File: config.mk
export PLATFORM = sky130hd
export DESIGN_NAME = software_adaptor_gen
export DESIGN_NICKNAME = d
export VERILOG_FILES = /design/src/rtl/software_adaptor_gen.sv
export SDC_FILE = /design/constraint.sdc
export NUM_CORES = 1
export LEC_CHECK = 0
export BUFFER_PORTS_ARGS = -buffer_cell sky130_fd_sc_hd__buf_2
export CAP_MARGIN = 20
export CORE_ASPECT_RATIO = 0.9
export CORE_MARGIN = 1.5
export CORE_UTILIZATION = 52
export DETAILED_ROUTE_END_ITERATION = 10
export PLACE_DENSITY = 0.76
export RECOVER_POWER = 50
export SLEW_MARGIN = 15
export SYNTH_ARGS = -nofsm -noshare
export SYNTH_HDL_FRONTEND = slang
export SYNTH_SLANG_ARGS = --single-unit
File: constraint.sdc
create_clock -name clk -period 2.2 [get_ports clk]
set_input_delay 0.22 -clock clk [delete_from_list [all_inputs] [get_ports clk]]
set_output_delay 0.22 -clock clk [all_outputs]
set_load 0.1 [all_outputs]
File: src/rtl/software_adaptor_gen.sv
// Request/response adaptor: collects a header plus KEY_WORDS key words, waits (with
// timeout) for the engine result, then streams it back as RSP_WORDS words.
module software_adaptor_gen #(
  parameter int PKT_S     = 32,
  parameter int KEY_WORDS = 2,
  parameter int RSP_WORDS = 4,
  parameter int DT_S      = 3,
  parameter int TO_S      = 8,
  localparam int KH_S     = PKT_S * KEY_WORDS,
  localparam int D_S      = PKT_S * RSP_WORDS
) (
  input  logic             clk,
  input  logic             rst,
  input  logic [PKT_S-1:0] data_in,
  input  logic             req_valid,
  output logic             req_ready,
  output logic [PKT_S-1:0] data_out,
  output logic             rsp_valid,
  input  logic             rd_ready,
  output logic             rsp_last,
  input  logic [D_S-1:0]   priv_data,
  input  logic             priv_valid,
  output logic [KH_S-1:0]  key_hash,
  output logic [DT_S-1:0]  req_type,
  output logic             key_en,
  output logic             busy,
  output logic             err
);

  localparam int KI_W = (KEY_WORDS > 1) ? $clog2(KEY_WORDS) : 1;
  localparam int RI_W = (RSP_WORDS > 1) ? $clog2(RSP_WORDS) : 1;
  localparam logic [KI_W-1:0] K_LAST = KI_W'(KEY_WORDS - 1);
  localparam logic [RI_W-1:0] R_LAST = RI_W'(RSP_WORDS - 1);
  // Timeout fires on the edge where the counter would reach 2^TO_S-1.
  localparam logic [TO_S-1:0] TO_LIM = TO_S'((2 ** TO_S) - 2);

  typedef enum logic [1:0] {IDLE, KEY, WAIT, RSP} state_t;

  state_t          state, state_n;
  logic [KI_W-1:0] k;
  logic [RI_W-1:0] r;
  logic [TO_S-1:0] cnt;
  logic [D_S-1:0]  rsp_buf;
  logic            req_hs, rsp_hs, key_last, rsp_at_last, to_hit;

  assign req_ready   = (state == IDLE) || (state == KEY);
  assign rsp_valid   = (state == RSP);
  assign busy        = (state != IDLE);
  assign req_hs      = req_valid & req_ready;
  assign rsp_hs      = rsp_valid & rd_ready;
  assign key_last    = (k == K_LAST);
  assign rsp_at_last = (r == R_LAST);
  assign to_hit      = (cnt == TO_LIM);
  assign rsp_last    = rsp_valid & rsp_at_last;

  always_comb begin
    data_out = '0;
    if (state == RSP) begin
      for (int unsigned i = 0; i < RSP_WORDS; i++) begin
        if (r == RI_W'(i)) data_out = rsp_buf[i*PKT_S +: PKT_S];
      end
    end
  end

  always_ff @(posedge clk) begin
    if (!rst) state <= IDLE;
    else      state <= state_n;
  end

  always_comb begin
    state_n = state;
    case (state)
      IDLE: if (req_hs) state_n = KEY;
      KEY:  if (req_hs && key_last) state_n = WAIT;
      WAIT: begin
        if (priv_valid)  state_n = RSP;
        else if (to_hit) state_n = IDLE;
      end
      RSP:  if (rsp_hs && rsp_at_last) state_n = IDLE;
      default: state_n = IDLE;
    endcase
  end

  always_ff @(posedge clk) begin
    if (!rst) begin
      k        <= '0;
      r        <= '0;
      cnt      <= '0;
      rsp_buf  <= '0;
      key_hash <= '0;
      req_type <= '0;
      key_en   <= 1'b0;
      err      <= 1'b0;
    end else begin
      key_en <= 1'b0;
      err    <= 1'b0;
      case (state)
        IDLE: begin
          if (req_hs) begin
            req_type <= data_in[DT_S-1:0];
            k        <= '0;
          end
        end
        KEY: begin
          if (req_hs) begin
            // First key word occupies the most-significant slice.
            for (int unsigned i = 0; i < KEY_WORDS; i++) begin
              if (k == KI_W'(i)) key_hash[(KEY_WORDS-1-i)*PKT_S +: PKT_S] <= data_in;
            end
            if (key_last) begin
              key_en <= 1'b1;
              k      <= '0;
              cnt    <= '0;
            end else begin
              k <= k + 1'b1;
            end
          end
        end
        WAIT: begin
          cnt <= cnt + 1'b1;
          if (priv_valid) begin
            rsp_buf <= priv_data;
            r       <= '0;
            cnt     <= '0;
          end else if (to_hit) begin
            err <= 1'b1;
            cnt <= '0;
          end
        end
        RSP: begin
          if (rsp_hs) r <= rsp_at_last ? '0 : r + 1'b1;
        end
        default: ;
      endcase
    end
  end

endmodule

==> impl_metrics.toml <==
[yosys]
yosys_warnings = 0
syn-cell-area_um2 = 9070
synth.ff_latch_count = 210
synth_cell_type_count = 38
avgSynthCellArea_um2 = 7.87
syn_nets = 1323
netlist_instances = 1152
yosysSeqAreaShare_pct = 46.4

[clock_tree]
cts_tree = "yes"
ctsRootBufferMaster = "clkbuf_16"
clk_path_buf_depth = 3
clock-sinks = 210
cts_buffers = 23
htree_levels = 1
worst_skew_pair.late_latency_ps = 520
clkSlewWorstSetupHoldPaths_ps = 60

[worst_setup_path]
cp-end-kind = "primary output"
crit_type = "flop to primary output"
start_kind = "flop"
crit_arrival_ps = 2100
crit_required_ps = 1980
worstPathMaxFanout = 8

[placement]
dp.cells = 1589
place_congestion = 0.845
port_buffers = 269
dp_hpwl_mm = 17.1
dp_slack_ps = 321

[die]
dieArea_um2 = 18200
die_x_um = 142
die_y_um = 128
rows = 45
initial_utilization_pct = 53.5
core_area_um2 = 16900
io_pins = 270

[timing]
max-slew-margin-rel_pct = 19.3
drv_slew = 0
finalSetupViolCount = 32
min_period_ps = 2320
rsz0062_at_grt = "true"
fin_setup_tns_ps = -1620
tightest_slew_ps = 1220
fin_skew_ps = 23.4
finalWorstSetupSlack_ps = -122
hold_violations = 0
clock.fmax_mhz = 431
fin_crit_sh_pct = 106

[routing]
drt_wl_total_mm = 35.3
via_per_inst = 5.68
drt_first_pass_iters = 5
num_vias = 10200
ant_nets = 0
routedWlPerCell_um = 19.6
drtIter0Drc = 869
remaining_drc_errors = 0

[run_status]
status = "complete, but fails checks"
violations = "negative setup slack"

[grt]
grt_pass1_vias = 10400
grt_overflow = 0
grt_max_degree = 101
grt_usage_pct = 37.5
antenna_found_initial = 1
grt_pass1_wl_mm = 54.1

[power_and_ir_drop]
power.leakage_nw = 5.22
pwr_density_cell_nw_per_um2 = 611
total_power_mw = 8.91
peakVddDrop_mv = 0.644

[finish]
drive_above_1_share_pct = 26.9
final_cells = 1803
layout.nets = 1723
area_delta_synth_final_pct = 60.9
final_cell_mix = "nand2_1 (478), dfxtp_1 (207), buf_2 (166)"
final_common_cell = "nand2_1"

[flow_run]
drv_cap = 0

[worst_hold_path]
hp-class = "input pin to flop"
==> routing by layer <==
metal  GRT usage (%)  wire length, um
met5               0                0
met4            20.0             1890
met3            7.62             2800
met2            66.6            17600
met1            42.5            13000
==> cells in the mapped netlist (all sizes together) <==
library cell | n | area (um2)
a31oi | 2 | 12.5
nand3 | 4 | 20.0
nand2b | 3 | 21.3
and4 | 2 | 17.5
o22ai | 32 | 200
and3 | 2 | 12.5
buf | 35 | 168
and2 | 2 | 12.5
xor2 | 3 | 26.3
dfxtp | 210 | 4200
o31a | 1 | 8.76
and4b | 1 | 10.0
a2111oi | 1 | 27.5
o41a | 1 | 11.3
mux2i | 32 | 320
ha | 6 | 75.1
clkbuf | 56 | 210
o2111ai | 1 | 8.76
o21ai | 38 | 190
o211ai | 1 | 7.51
a211oi | 3 | 22.5
a21boi | 197 | 1480
inv | 5 | 18.8
or2 | 1 | 6.26
nor2b | 2 | 12.5
nor2 | 11 | 41.3
a21oi | 2 | 10.0
nand2 | 490 | 1840
xnor2 | 4 | 35.0
nand4b | 1 | 23.8
or3 | 1 | 6.26
nor3 | 2 | 10.0
==> final cells by class <==
cell class              instances  area [um2]
repair buffers                466        3990
clock buffers                  29         628
inverters                       5        28.8
well taps                     235         294
multi-input cells             846        5300
diodes                          1        2.50
fillers                       835        2350
clock inverters                11         145
flip-flops and latches        210        4210
==> logic make-up (layout without fill, tap and decap cells) <==
group                      Yosys count  in the layout  share of synthesized area [%]
buffers and inverters               96            511                           4.37
muxes                               32             32                           3.53
and+or+nand+nor                    522            522                           22.4
xor gates and xnor gates             7              7                          0.676
DFF                                210            210                           46.4
AOI/OAI and AO/OA                  279            279                           21.8
adders and majority gates            6              6                          0.828
other                                0              1                              0
==> path summary, 6_finish.rpt <==
check,startpoint,end,slack [ps],cells past startpoint
setup / recovery,r[0],data_out[15],-120,7
hold / removal,priv_data[104],rsp_buf[104],20,3
setup reg to reg,state[0],rsp_buf[13],80,6
hold reg to reg,key_hash[38],key_hash[38],450,2
==> stage by stage <==
step           hold slack (ps)  utilization (%)  cell area, um2
2_1_floorplan              355                -            9510
3_3_place_gp               439             68.8           11700
3_5_place_dp               442             68.8           11700
4_1_cts                   2.47             85.6           14500
5_1_grt                   26.2             86.1           14600
6_report                  18.4             86.1           14600
==> power breakdown <==
part	internal [mW]	switching (mW)	leakage [nW]
clock	2.38	1.62	0.386
sequential	3.85	0.0394	1.70
combinational	0.422	0.600	3.13
==> registers in the layout, indices dropped and copies added, names as in the netlist <==
| name | count |
|---|---|
| rsp_buf | 128 |
| key_hash | 64 |
| cnt | 8 |
| req_type | 3 |
| r | 2 |
| state | 2 |
| err | 1 |
| k | 1 |
| key_en | 1 |
==> critical path, cell delays in order, from the launching register on <==
cell	delay (ps)
dfxtp_4	370
inv_4	80
ha_4	190
buf_12	130
buf_16	170
mux2i_1	320
o22ai_4	130
buf_12	180
==> timing repair <==
item,CTS,global route
hold buffers,159,0
hold endpoints to repair,191,0
gates resized for setup,101,30
cloned,5,2
buffers inserted,2,5
endpoints found under the setup margin,32,32
pin swaps,6,7
No activity file was read; power rests on OpenSTA's default activity.
